File: src/rtl/data_table_insert_if.sv
// Shared payload types and the task/RAM/head-table/result bundle of data_table_insert.
// The slave modport is the insert engine side; master is the environment side.
package data_table_insert_pkg;
    localparam int unsigned KEY_WIDTH        = 16;
    localparam int unsigned VALUE_WIDTH      = 16;
    localparam int unsigned BUCKET_WIDTH     = 8;
    localparam int unsigned TABLE_ADDR_WIDTH = 8;
    localparam int unsigned A_WIDTH          = TABLE_ADDR_WIDTH;

    typedef struct packed {
        logic [KEY_WIDTH-1:0]   key;
        logic [VALUE_WIDTH-1:0] value;
    } ht_command_t;

    typedef struct packed {
        ht_command_t             cmd;
        logic [BUCKET_WIDTH-1:0] bucket;
        logic [A_WIDTH-1:0]      head_ptr;
        logic                    head_ptr_val;
    } ht_pdata_t;

    typedef struct packed {
        logic [KEY_WIDTH-1:0]   key;
        logic [VALUE_WIDTH-1:0] value;
        logic [A_WIDTH-1:0]     next_ptr;
        logic                   next_ptr_val;
    } ram_data_t;

    typedef enum logic [1:0] {
        INSERT_SUCCESS,
        INSERT_SUCCESS_SAME_KEY,
        INSERT_NOT_SUCCESS_SAME_KEY,
        INSERT_NOT_SUCCESS_TABLE_IS_FULL
    } ht_rescode_t;

    typedef enum logic [2:0] {
        NO_CHAIN,
        IN_HEAD,
        IN_MIDDLE,
        IN_TAIL,
        IN_TAIL_NO_MATCH
    } ht_chain_state_t;

    typedef struct packed {
        ht_command_t             cmd;
        logic [BUCKET_WIDTH-1:0] bucket;
        logic [VALUE_WIDTH-1:0]  found_value;
        ht_rescode_t             rescode;
        ht_chain_state_t         chain_state;
    } ht_result_t;
endpackage

interface data_table_insert_if;
    import data_table_insert_pkg::*;

    ht_pdata_t               task_i;
    logic                    task_valid_i;
    logic                    task_ready_o;
    logic                    rd_avail_i;
    logic [A_WIDTH-1:0]      rd_addr_o;
    logic                    rd_en_o;
    ram_data_t               rd_data_i;
    logic                    rd_data_val_i;
    logic                    wr_avail_i;
    logic [A_WIDTH-1:0]      wr_addr_o;
    ram_data_t               wr_data_o;
    logic                    wr_en_o;
    logic [A_WIDTH-1:0]      empty_addr_i;
    logic                    empty_addr_val_i;
    logic                    empty_addr_rd_ack_o;
    logic [BUCKET_WIDTH-1:0] head_table_wr_addr_o;
    logic [A_WIDTH-1:0]      head_table_wr_data_ptr_o;
    logic                    head_table_wr_data_ptr_val_o;
    logic                    head_table_wr_en_o;
    ht_result_t              result_o;
    logic                    result_valid_o;
    logic                    result_ready_i;

    modport slave (
        input  task_i, task_valid_i, rd_avail_i, rd_data_i, rd_data_val_i, wr_avail_i,
               empty_addr_i, empty_addr_val_i, result_ready_i,
        output task_ready_o, rd_addr_o, rd_en_o, wr_addr_o, wr_data_o, wr_en_o,
               empty_addr_rd_ack_o, head_table_wr_addr_o, head_table_wr_data_ptr_o,
               head_table_wr_data_ptr_val_o, head_table_wr_en_o, result_o, result_valid_o
    );

    modport master (
        output task_i, task_valid_i, rd_avail_i, rd_data_i, rd_data_val_i, wr_avail_i,
               empty_addr_i, empty_addr_val_i, result_ready_i,
        input  task_ready_o, rd_addr_o, rd_en_o, wr_addr_o, wr_data_o, wr_en_o,
               empty_addr_rd_ack_o, head_table_wr_addr_o, head_table_wr_data_ptr_o,
               head_table_wr_data_ptr_val_o, head_table_wr_en_o, result_o, result_valid_o
    );
endinterface

File: src/rtl/data_table_insert.sv
// Hash table insert engine: walks a bucket chain, then overwrites, appends or creates a head.
// Optional: DATA_TABLE_INSERT_OVERWRITE_EN lets a key match overwrite the stored value.
module data_table_insert
    import data_table_insert_pkg::*;
(
    input  logic              clk_i,
    input  logic              rst_i,
    data_table_insert_if.slave bus
);

    localparam logic [3:0] IDLE_S        = 4'd0;
    localparam logic [3:0] READ_HEAD_S   = 4'd1;
    localparam logic [3:0] GO_ON_CHAIN_S = 4'd2;
    localparam logic [3:0] KEY_MATCH_S   = 4'd3;
    localparam logic [3:0] ALLOC_S       = 4'd4;
    localparam logic [3:0] WRITE_NEW_S   = 4'd5;
    localparam logic [3:0] UPDATE_TAIL_S = 4'd6;
    localparam logic [3:0] HEAD_UPD_S    = 4'd7;
    localparam logic [3:0] RESULT_S      = 4'd8;

    logic [3:0]              state_q, state_d;
    ht_command_t             cmd_q, cmd_d;
    logic [BUCKET_WIDTH-1:0] bucket_q, bucket_d;
    logic [A_WIDTH-1:0]      rd_addr_q, rd_addr_d;
    logic                    rd_pending_q, rd_pending_d;
    logic                    append_q, append_d;
    logic [KEY_WIDTH-1:0]    tail_key_q, tail_key_d;
    logic [VALUE_WIDTH-1:0]  tail_value_q, tail_value_d;
    logic [A_WIDTH-1:0]      new_addr_q, new_addr_d;
    ht_chain_state_t         chain_state_q, chain_state_d;
    ht_rescode_t             rescode_q, rescode_d;
`ifdef DATA_TABLE_INSERT_OVERWRITE_EN
    logic [A_WIDTH-1:0]      match_next_ptr_q, match_next_ptr_d;
    logic                    match_next_val_q, match_next_val_d;
`endif

    logic                    rd_en_c;
    logic                    wr_en_c;
    logic [A_WIDTH-1:0]      wr_addr_c;
    ram_data_t               wr_data_c;
    logic                    ack_c;
    logic                    head_wr_c;

    always_ff @(posedge clk_i) begin
        if (rst_i) begin
            state_q       <= IDLE_S;
            cmd_q         <= '0;
            bucket_q      <= '0;
            rd_addr_q     <= '0;
            rd_pending_q  <= 1'b0;
            append_q      <= 1'b0;
            tail_key_q    <= '0;
            tail_value_q  <= '0;
            new_addr_q    <= '0;
            chain_state_q <= NO_CHAIN;
            rescode_q     <= INSERT_SUCCESS;
`ifdef DATA_TABLE_INSERT_OVERWRITE_EN
            match_next_ptr_q <= '0;
            match_next_val_q <= 1'b0;
`endif
        end else begin
            state_q       <= state_d;
            cmd_q         <= cmd_d;
            bucket_q      <= bucket_d;
            rd_addr_q     <= rd_addr_d;
            rd_pending_q  <= rd_pending_d;
            append_q      <= append_d;
            tail_key_q    <= tail_key_d;
            tail_value_q  <= tail_value_d;
            new_addr_q    <= new_addr_d;
            chain_state_q <= chain_state_d;
            rescode_q     <= rescode_d;
`ifdef DATA_TABLE_INSERT_OVERWRITE_EN
            match_next_ptr_q <= match_next_ptr_d;
            match_next_val_q <= match_next_val_d;
`endif
        end
    end

    always_comb begin
        state_d       = state_q;
        cmd_d         = cmd_q;
        bucket_d      = bucket_q;
        rd_addr_d     = rd_addr_q;
        rd_pending_d  = rd_pending_q;
        append_d      = append_q;
        tail_key_d    = tail_key_q;
        tail_value_d  = tail_value_q;
        new_addr_d    = new_addr_q;
        chain_state_d = chain_state_q;
        rescode_d     = rescode_q;
`ifdef DATA_TABLE_INSERT_OVERWRITE_EN
        match_next_ptr_d = match_next_ptr_q;
        match_next_val_d = match_next_val_q;
`endif
        rd_en_c   = 1'b0;
        wr_en_c   = 1'b0;
        wr_addr_c = '0;
        wr_data_c = '0;
        ack_c     = 1'b0;
        head_wr_c = 1'b0;

        case (state_q)
            IDLE_S: begin
                if (bus.task_valid_i) begin
                    cmd_d        = bus.task_i.cmd;
                    bucket_d     = bus.task_i.bucket;
                    rd_pending_d = 1'b0;
                    if (!bus.task_i.head_ptr_val) begin
                        append_d      = 1'b0;
                        chain_state_d = NO_CHAIN;
                        state_d       = ALLOC_S;
                    end else begin
                        rd_addr_d = bus.task_i.head_ptr;
                        state_d   = READ_HEAD_S;
                    end
                end
            end
            READ_HEAD_S, GO_ON_CHAIN_S: begin
                // One read per visit; the pending flag blocks reissue until data returns.
                rd_en_c = bus.rd_avail_i && !rd_pending_q;
                if (rd_en_c) rd_pending_d = 1'b1;
                if (rd_pending_q && bus.rd_data_val_i) begin
                    rd_pending_d = 1'b0;
                    tail_key_d   = bus.rd_data_i.key;
                    tail_value_d = bus.rd_data_i.value;
`ifdef DATA_TABLE_INSERT_OVERWRITE_EN
                    match_next_ptr_d = bus.rd_data_i.next_ptr;
                    match_next_val_d = bus.rd_data_i.next_ptr_val;
`endif
                    if (bus.rd_data_i.key == cmd_q.key) begin
                        chain_state_d = (state_q == READ_HEAD_S) ? IN_HEAD :
                                        (bus.rd_data_i.next_ptr_val ? IN_MIDDLE : IN_TAIL);
                        state_d = KEY_MATCH_S;
                    end else if (!bus.rd_data_i.next_ptr_val) begin
                        append_d      = 1'b1;
                        chain_state_d = IN_TAIL_NO_MATCH;
                        state_d       = ALLOC_S;
                    end else begin
                        rd_addr_d = bus.rd_data_i.next_ptr;
                        state_d   = GO_ON_CHAIN_S;
                    end
                end
            end
            KEY_MATCH_S: begin
`ifdef DATA_TABLE_INSERT_OVERWRITE_EN
                wr_en_c   = bus.wr_avail_i;
                wr_addr_c = rd_addr_q;
                wr_data_c = '{key: cmd_q.key, value: cmd_q.value,
                              next_ptr: match_next_ptr_q, next_ptr_val: match_next_val_q};
                if (bus.wr_avail_i) begin
                    rescode_d = INSERT_SUCCESS_SAME_KEY;
                    state_d   = RESULT_S;
                end
`else
                rescode_d = INSERT_NOT_SUCCESS_SAME_KEY;
                state_d   = RESULT_S;
`endif
            end
            ALLOC_S: begin
                if (bus.empty_addr_val_i) begin
                    ack_c      = 1'b1;
                    new_addr_d = bus.empty_addr_i;
                    state_d    = WRITE_NEW_S;
                end else begin
                    rescode_d = INSERT_NOT_SUCCESS_TABLE_IS_FULL;
                    state_d   = RESULT_S;
                end
            end
            WRITE_NEW_S: begin
                // New entry lands before anything links to it.
                wr_en_c   = bus.wr_avail_i;
                wr_addr_c = new_addr_q;
                wr_data_c = '{key: cmd_q.key, value: cmd_q.value, next_ptr: '0, next_ptr_val: 1'b0};
                if (bus.wr_avail_i) state_d = append_q ? UPDATE_TAIL_S : HEAD_UPD_S;
            end
            UPDATE_TAIL_S: begin
                wr_en_c   = bus.wr_avail_i;
                wr_addr_c = rd_addr_q;
                wr_data_c = '{key: tail_key_q, value: tail_value_q,
                              next_ptr: new_addr_q, next_ptr_val: 1'b1};
                if (bus.wr_avail_i) begin
                    rescode_d = INSERT_SUCCESS;
                    state_d   = RESULT_S;
                end
            end
            HEAD_UPD_S: begin
                head_wr_c = 1'b1;
                rescode_d = INSERT_SUCCESS;
                state_d   = RESULT_S;
            end
            RESULT_S: begin
                if (bus.result_ready_i) state_d = IDLE_S;
            end
            default: state_d = IDLE_S;
        endcase
    end

    // Strobes are suppressed while reset is asserted so an abandoned task leaves no trace.
    assign bus.task_ready_o                 = (state_q == IDLE_S) && !rst_i;
    assign bus.rd_addr_o                    = rd_addr_q;
    assign bus.rd_en_o                      = rd_en_c && !rst_i;
    assign bus.wr_addr_o                    = wr_addr_c;
    assign bus.wr_data_o                    = wr_data_c;
    assign bus.wr_en_o                      = wr_en_c && !rst_i;
    assign bus.empty_addr_rd_ack_o          = ack_c && !rst_i;
    assign bus.head_table_wr_addr_o         = bucket_q;
    assign bus.head_table_wr_data_ptr_o     = new_addr_q;
    assign bus.head_table_wr_data_ptr_val_o = 1'b1;
    assign bus.head_table_wr_en_o           = head_wr_c && !rst_i;
    assign bus.result_valid_o               = (state_q == RESULT_S) && !rst_i;
    assign bus.result_o = '{cmd: cmd_q, bucket: bucket_q, found_value: '0,
                            rescode: rescode_q, chain_state: chain_state_q};

endmodule

File: src/flat_wrapper.sv
// flat-port wrapper written by rule: the top's interface ports become plain ports
module data_table_insert_flat import data_table_insert_pkg::*;
  (clk_i, rst_i, bus_task_i, bus_task_valid_i, bus_rd_avail_i, bus_rd_data_i, bus_rd_data_val_i, bus_wr_avail_i, bus_empty_addr_i, bus_empty_addr_val_i, bus_result_ready_i, bus_task_ready_o, bus_rd_addr_o, bus_rd_en_o, bus_wr_addr_o, bus_wr_data_o, bus_wr_en_o, bus_empty_addr_rd_ack_o, bus_head_table_wr_addr_o, bus_head_table_wr_data_ptr_o, bus_head_table_wr_data_ptr_val_o, bus_head_table_wr_en_o, bus_result_o, bus_result_valid_o);
  data_table_insert_if bus_i ();
  input  logic clk_i;
  input  logic rst_i;
  input wire logic [$bits(bus_i.task_i)-1:0] bus_task_i;
  input wire logic [$bits(bus_i.task_valid_i)-1:0] bus_task_valid_i;
  input wire logic [$bits(bus_i.rd_avail_i)-1:0] bus_rd_avail_i;
  input wire logic [$bits(bus_i.rd_data_i)-1:0] bus_rd_data_i;
  input wire logic [$bits(bus_i.rd_data_val_i)-1:0] bus_rd_data_val_i;
  input wire logic [$bits(bus_i.wr_avail_i)-1:0] bus_wr_avail_i;
  input wire logic [$bits(bus_i.empty_addr_i)-1:0] bus_empty_addr_i;
  input wire logic [$bits(bus_i.empty_addr_val_i)-1:0] bus_empty_addr_val_i;
  input wire logic [$bits(bus_i.result_ready_i)-1:0] bus_result_ready_i;
  output wire logic [$bits(bus_i.task_ready_o)-1:0] bus_task_ready_o;
  output wire logic [$bits(bus_i.rd_addr_o)-1:0] bus_rd_addr_o;
  output wire logic [$bits(bus_i.rd_en_o)-1:0] bus_rd_en_o;
  output wire logic [$bits(bus_i.wr_addr_o)-1:0] bus_wr_addr_o;
  output wire logic [$bits(bus_i.wr_data_o)-1:0] bus_wr_data_o;
  output wire logic [$bits(bus_i.wr_en_o)-1:0] bus_wr_en_o;
  output wire logic [$bits(bus_i.empty_addr_rd_ack_o)-1:0] bus_empty_addr_rd_ack_o;
  output wire logic [$bits(bus_i.head_table_wr_addr_o)-1:0] bus_head_table_wr_addr_o;
  output wire logic [$bits(bus_i.head_table_wr_data_ptr_o)-1:0] bus_head_table_wr_data_ptr_o;
  output wire logic [$bits(bus_i.head_table_wr_data_ptr_val_o)-1:0] bus_head_table_wr_data_ptr_val_o;
  output wire logic [$bits(bus_i.head_table_wr_en_o)-1:0] bus_head_table_wr_en_o;
  output wire logic [$bits(bus_i.result_o)-1:0] bus_result_o;
  output wire logic [$bits(bus_i.result_valid_o)-1:0] bus_result_valid_o;
  assign bus_i.task_i = bus_task_i;
  assign bus_i.task_valid_i = bus_task_valid_i;
  assign bus_i.rd_avail_i = bus_rd_avail_i;
  assign bus_i.rd_data_i = bus_rd_data_i;
  assign bus_i.rd_data_val_i = bus_rd_data_val_i;
  assign bus_i.wr_avail_i = bus_wr_avail_i;
  assign bus_i.empty_addr_i = bus_empty_addr_i;
  assign bus_i.empty_addr_val_i = bus_empty_addr_val_i;
  assign bus_i.result_ready_i = bus_result_ready_i;
  assign bus_task_ready_o = bus_i.task_ready_o;
  assign bus_rd_addr_o = bus_i.rd_addr_o;
  assign bus_rd_en_o = bus_i.rd_en_o;
  assign bus_wr_addr_o = bus_i.wr_addr_o;
  assign bus_wr_data_o = bus_i.wr_data_o;
  assign bus_wr_en_o = bus_i.wr_en_o;
  assign bus_empty_addr_rd_ack_o = bus_i.empty_addr_rd_ack_o;
  assign bus_head_table_wr_addr_o = bus_i.head_table_wr_addr_o;
  assign bus_head_table_wr_data_ptr_o = bus_i.head_table_wr_data_ptr_o;
  assign bus_head_table_wr_data_ptr_val_o = bus_i.head_table_wr_data_ptr_val_o;
  assign bus_head_table_wr_en_o = bus_i.head_table_wr_en_o;
  assign bus_result_o = bus_i.result_o;
  assign bus_result_valid_o = bus_i.result_valid_o;
  data_table_insert u_core (.clk_i(clk_i), .rst_i(rst_i), .bus(bus_i));
endmodule
File: config.mk
export PLATFORM = sky130hd
export DESIGN_NAME = data_table_insert_flat
export DESIGN_NICKNAME = d
export VERILOG_FILES = /design/src/rtl/data_table_insert_if.sv /design/src/rtl/data_table_insert.sv /design/src/flat_wrapper.sv
export SDC_FILE = /design/constraint.sdc
export NUM_CORES = 1
export LEC_CHECK = 0
export CORE_UTILIZATION = 41
export CTS_CLUSTER_DIAMETER = 150
export DETAILED_ROUTE_END_ITERATION = 8
export MAX_ROUTING_LAYER = met4
export PLACE_DENSITY = 0.91
export SYNTH_ARGS = -nofsm -noshare
export SYNTH_HDL_FRONTEND = slang
export SYNTH_SLANG_ARGS = --single-unit
File: constraint.sdc
create_clock -name clk_i -period 2.26 [get_ports clk_i]
set_input_delay 0.452 -clock clk_i [delete_from_list [all_inputs] [get_ports clk_i]]
set_output_delay 0.452 -clock clk_i [all_outputs]
set_load 0.05 [all_outputs]
* Word-level counts from Yosys, hierarchy flattened
Index checks and enable logic that the tools add are counted.
** Word-level totals
- Word-level logic and storage cells :: 104
- Output and inout port bits :: 141
- Register bits :: 99
- Bits of input ports :: 106
** Cells by class
- Mux-type cells :: 45
- Reduce and logical (&&, ||, !) cells :: 25
- Equality and inequality tests :: 22
** Operators by type and width (count)
- 41-bit one-hot mux with 2 select lines :: 1
- 8-bit 2-to-1 mux :: 5
- 8-bit one-hot mux with 2 select lines :: 2
- 4-bit 2-to-1 mux :: 7
- 4-bit one-hot mux with 7 select lines :: 1
- 3-bit 2-to-1 mux :: 8
- 2-bit inequality test, second input constant :: 10
- 16-bit equality test :: 1
- 4-bit by 3-bit equality test with 1-bit output, second input constant :: 4
- 1-bit 2-to-1 mux :: 15
- 6-bit AND reduction :: 2
- 5-bit AND reduction :: 2
- 4-bit by 2-bit equality test with 1-bit output, second input constant :: 2
- 1-bit logical AND :: 8
- 2-bit one-hot mux with 4 select lines :: 1
- 3-bit one-hot mux with 2 select lines :: 1
- 2-bit AND reduction :: 3
- 3-bit AND reduction :: 2
- 2-bit OR reduction :: 3
- 4-bit by 1-bit equality test with 1-bit output, second input constant :: 1
- 4-bit equality test, second input constant :: 1
- 4-bit logical NOT :: 1
- 2-bit 2-to-1 mux :: 2
- 1-bit one-hot mux with 2 select lines :: 2
- other kinds (6) :: 7

* Longest topological paths before layout
- Word-level depth :: 5
- Depth in mapped cells :: 7
- Depth with buffers taken out :: 5

* Worst setup path after synthesis
OpenSTA, ideal clock, no wires.
- Kind :: in2out
- From :: in rst_i
- To :: out bus_result_valid_o
- Slack :: -532 ps
- Cell stages on the path :: 3
- Arrival :: 2340 ps
- Required time :: 1808 ps
- Path buffers :: 2
- Path through :: clkbuf_1 clkbuf_1 nor4_1
** Between the ends
- Cells in the longest elaborated chain, start to end :: 2
** Ends and longest elaborated chain
- start, declared :: line flat_wrapper.sv:6 : input logic rst_i;
- 1-bit logical NOT :: line data_table_insert.sv:211 : assign bus.result_valid_o = (state_q == RESULT_S) && !rst_i;
- 1-bit logical AND :: line data_table_insert.sv:211
- end, declared :: line flat_wrapper.sv:28 : output wire logic [$bits(bus_i.result_valid_o)-1:0] bus_result_valid_o;
Every way passes these cells.

* Worst setup path in the final report
- From :: reg u_core.state_q[3]
- To :: out bus_empty_addr_rd_ack_o
** Between the ends
- Cells in the longest elaborated chain, start to end :: 3
** Ends and longest elaborated chain
- start, declared :: line data_table_insert.sv:21 : logic [3:0] state_q, state_d;
- start signal, assigned :: line data_table_insert.sv:62 : state_q <= state_d;
- 4-bit by 3-bit equality test with 1-bit output :: line data_table_insert.sv:103 : case (state_q)
- 1-bit 2-to-1 mux :: line data_table_insert.sv:103
- 1-bit logical AND :: line data_table_insert.sv:206 : assign bus.empty_addr_rd_ack_o = ack_c && !rst_i;
- end, declared :: line flat_wrapper.sv:22 : output wire logic [$bits(bus_i.empty_addr_rd_ack_o)-1:0] bus_empty_addr_rd_ack_o;
Every way passes these cells.

==> results.sh <==
export IMPL_hold_path_class="flip-flop to flip-flop"
export IMPL_period_share=0.9618
export IMPL_drc_errors=20
export IMPL_end_kind="primary output"
export IMPL_syn_avg_cell_area_sq_um=8.237
export IMPL_start_util=0.4252
export IMPL_synthCells=597
export IMPL_cpPeakStageDelay_ns=0.34
export IMPL_rows=39
export IMPL_clk_pin_slew_ns=0.07
export IMPL_status="complete, but fails checks"
export IMPL_path_max_fanout=12
export IMPL_numCtsBuffers=9
export IMPL_synthTopCellsByArea="dfxtp_1, nand2_1, a21oi_1, a22o_1, buf_4"
export IMPL_place_inst=939
export IMPL_leakage_nw=3.147
export IMPL_multi_input_area_sq_um=2580
export IMPL_whs_ns=0.4560
export IMPL_fillers=849
export IMPL_worstMarginPinSlew_ns=0.5517
export IMPL_wirelength_mm=16.65
export IMPL_yosys_area_top_type="dfxtp_1"
export IMPL_post_dp_hpwl_mm=12.18
export IMPL_cts_buffer_depth=2
export IMPL_critPathLaunchType="flip-flop"
export IMPL_vdd_drop_max_v=0.0004872
export IMPL_holdBufCountCts=0
export IMPL_antennaDiodeCount=0
export IMPL_die_w_microns=111.5
export IMPL_whs_path_depth=2
export IMPL_path_buf_inv=2
export IMPL_dpl_cell_area_sq_um=7824
export IMPL_r2r_start="u_core.state_q[3]$_SDFFE_PP0P_"
export IMPL_p_total_w=0.007162
export IMPL_ys_warn_count=0
export IMPL_die_y_microns=111.5
export IMPL_worstHoldStart="u_core.tail_value_q[0]$_SDFFE_PP0P_"
export IMPL_drt_pass1_iter_count=7
export IMPL_drv_cap=0
export IMPL_area_delta_synth_final_pct=65.34
export IMPL_path_depth=5
export IMPL_timing_max_slew_rel_slack=0.6311
export IMPL_max_freq_mhz=460.1
export IMPL_nNetsFinal=915
export IMPL_cpLargestDelayFamily="simple AND/OR/NAND/NOR gates"
export IMPL_clkLatencyLatePin_ns=0.35
export IMPL_coreArea_sq_um=11560
export IMPL_fin_skew_ns=0.01123
export IMPL_ys_ff_latch=99
export IMPL_fin_crit_ns=2.174
export IMPL_synthesis_area_sq_um=4917
export IMPL_wl_per_cell_microns=17.40
export IMPL_setup_tns_ns=0
export IMPL_root_buffer="clkbuf_16"
export IMPL_r2r_slack_ns=0.32
export IMPL_io_buffers=229
export IMPL_antenna_found_initial=0
export IMPL_hold_viol=0
export IMPL_timing_rr_end="u_core.bus.head_table_wr_addr_o[0]$_SDFFE_PP0P_"
export IMPL_crit_chain="buf_4, nor4b_2, nand2_1, nor2_1, buf_12"
export IMPL_violations="design-rule violations"
export IMPL_gr_total_overflow=0
export IMPL_track_usage=0.2711
export IMPL_critical_path_class="flip-flop to primary output"
export IMPL_power_density_nw_per_um2=881.0
export IMPL_whs_endpoint="u_core.tail_value_q[0]$_SDFFE_PP0P_"
export IMPL_synth_top_area_share=0.4031
export IMPL_rr_worst_depth=6
export IMPL_grt_setup_unrepaired="false"
export IMPL_final_antenna_net_count=0
export IMPL_drt_iter0_markers=432
export IMPL_place_gp_congestion=0.8547
export IMPL_vias=5104
export IMPL_finalSetupViolations=0
export IMPL_fp_dieArea_sq_um=12440
export IMPL_drv_slew=0
export IMPL_ys_types=51
export IMPL_grt_pass1_wl_mm=25.85
export IMPL_viasPerCell=5.333
export IMPL_htree_num_levels=3
export IMPL_critPathSlowestCell="nor4b_2"
export IMPL_fin_area_sq_um=8130
export IMPL_grt_max_degree=49
export IMPL_seq_area_sq_um=1986
export IMPL_io_pins=247
export IMPL_grt_pass1_vias=4940
export IMPL_drive_above_1_share=0.1597
export IMPL_stdcell_count=957
export IMPL_cp_arrival_ns=1.72
export IMPL_cts_tree="built"
export IMPL_ys_seq_area_frac=0.4031
export IMPL_critPathRequiredTime_ns=1.81
export IMPL_clock_sinks=99
## layout by cell type, fill, tap and decap left out, drive strengths merged, types with 2 or more instances in the layout
| master | Yosys | final |
|---|---|---|
| and4b | 3 | 3 |
| o41ai | 2 | 2 |
| o21ai | 4 | 4 |
| xor2 | 17 | 17 |
| conb | 2 | 17 |
| o221a | 8 | 8 |
| nand3b | 5 | 5 |
| a21o | 2 | 2 |
| clkdlybuf4s50 | 0 | 173 |
| nor2 | 37 | 37 |
| buf | 50 | 86 |
| inv | 2 | 5 |
| a22o | 40 | 40 |
| nor3 | 3 | 3 |
| nor4 | 6 | 6 |
| nand2b | 3 | 3 |
| dfxtp | 99 | 99 |
| nor4b | 3 | 3 |
| and3 | 2 | 2 |
| and2 | 10 | 10 |
| clkbuf | 23 | 9 |
| mux2i | 13 | 13 |
| nor2b | 4 | 4 |
| nand2 | 154 | 154 |
| nand3 | 4 | 4 |
| clkinv | 0 | 3 |
| a21oi | 82 | 82 |
| nand4 | 4 | 4 |
## metal layers
| metal | part of all wire | wire [microns] | track usage |
|---|---|---|---|
| met1 | 0.40 | 6618 | 0.3126 |
| met3 | 0.075 | 1249 | 0.05661 |
| met2 | 0.50 | 8286 | 0.4558 |
| met4 | 0.030 | 496 | 0.1162 |
| met5 | 0 | 0 | - |
## state kept, by name (all words and copies together) (netlist names)
signal	cells
u_core.rescode_q	2
u_core.rd_pending_q	1
u_core.bus.head_table_wr_addr_o	8
u_core.chain_state_q	3
u_core.bus.result_o	32
u_core.tail_value_q	16
u_core.bus.head_table_wr_data_ptr_o	8
u_core.append_q	1
u_core.tail_key_q	16
u_core.state_q	4
u_core.bus.rd_addr_o	8
## how the worst max path moves through the flow
stage / from / endpoint / slack, ns
floorplan: rst_i / bus_result_valid_o / 0.03
global placement: bus_rd_data_i[34] / u_core.bus.rd_addr_o[7]$_SDFFE_PP0P_ / -0.05
detailed placement: bus_rd_data_i[34] / u_core.bus.rd_addr_o[3]$_SDFFE_PP0P_ / -0.09
CTS: u_core.state_q[2]$_SDFFE_PP0P_ / bus_wr_data_o[23] / 0.01
global route: u_core.state_q[3]$_SDFFE_PP0P_ / bus_empty_addr_rd_ack_o / 0.009
finish: u_core.state_q[3]$_SDFFE_PP0P_ / bus_empty_addr_rd_ack_o / 0.09
## power by group
part | switching [W] | internal, W | leakage (nW)
Sequential | 0.000285 | 0.00201 | 0.806
Combinational | 0.00212 | 0.00126 | 2.20
Clock | 0.000722 | 0.000765 | 0.138
Total | 0.00313 | 0.00404 | 3.15
## Yosys cell counts, drive strengths merged
master	number
a2111oi	1
a211oi	1
a21o	2
a21oi	82
a22o	40
a22oi	1
a311oi	1
a31oi	1
a41o	1
and2	10
and3	2
and4	1
and4b	3
and4bb	1
buf	50
clkbuf	23
conb	2
dfxtp	99
inv	2
mux2	1
mux2i	13
nand2	154
nand2b	3
nand3	4
nand3b	5
nand4	4
nor2	37
nor2b	4
nor3	3
nor4	6
nor4b	3
o2111ai	1
o211a	1
o211ai	1
o21ai	4
o221a	8
o31ai	1
o41ai	2
or4	1
or4b	1
xor2	17
## timing repair
action / 4_1_cts / 5_1_grt
pin swaps: 1 / 0
setup endpoints to repair: 26 / 51
gates resized for setup: 1 / 3
setup buffers: 2 / 0
## worst min-delay path, delay by kind of cell, from the launching register on
family / cells / cell delay (ns)
AND/OR/NAND/NOR: 1 / 0.05
AO/OA/AOI/OAI: 1 / 0.05
flip-flops: 1 / 0.31
## cell families (layout without fill, tap and decap cells)
kind of cell / Yosys count / in the layout / share of synthesized area
AOI/OAI and AO/OA: 148 / 148 / 0.2150
xor gates and xnor gates: 17 / 17 / 0.03028
buffers and inverters: 75 / 277 / 0.08651
DFF: 99 / 99 / 0.4031
muxes: 14 / 14 / 0.02875
other: 2 / 17 / 0.001527
and+or+nand+nor: 242 / 242 / 0.2349
## layout make-up
class                      instances  area share
clock buffer                       9     0.02770
clock inverter                     7    0.007233
inverter                           2   0.0009234
multi-input combinational        438      0.3173
sequential                        99      0.2442
tap                              143     0.02201
timing repair buffer             259      0.3806
## through the flow
step | util | setup WS, ns
after floorplan | - | 0.02808
after global placement | 0.6765 | -0.04831
after detailed placement | 0.6765 | -0.09491
after CTS | 0.7027 | 0.01149
after global routing | 0.7030 | 0.009287
final | 0.7030 | 0.08636
Note: power is estimated with default switching activity, not from simulation.
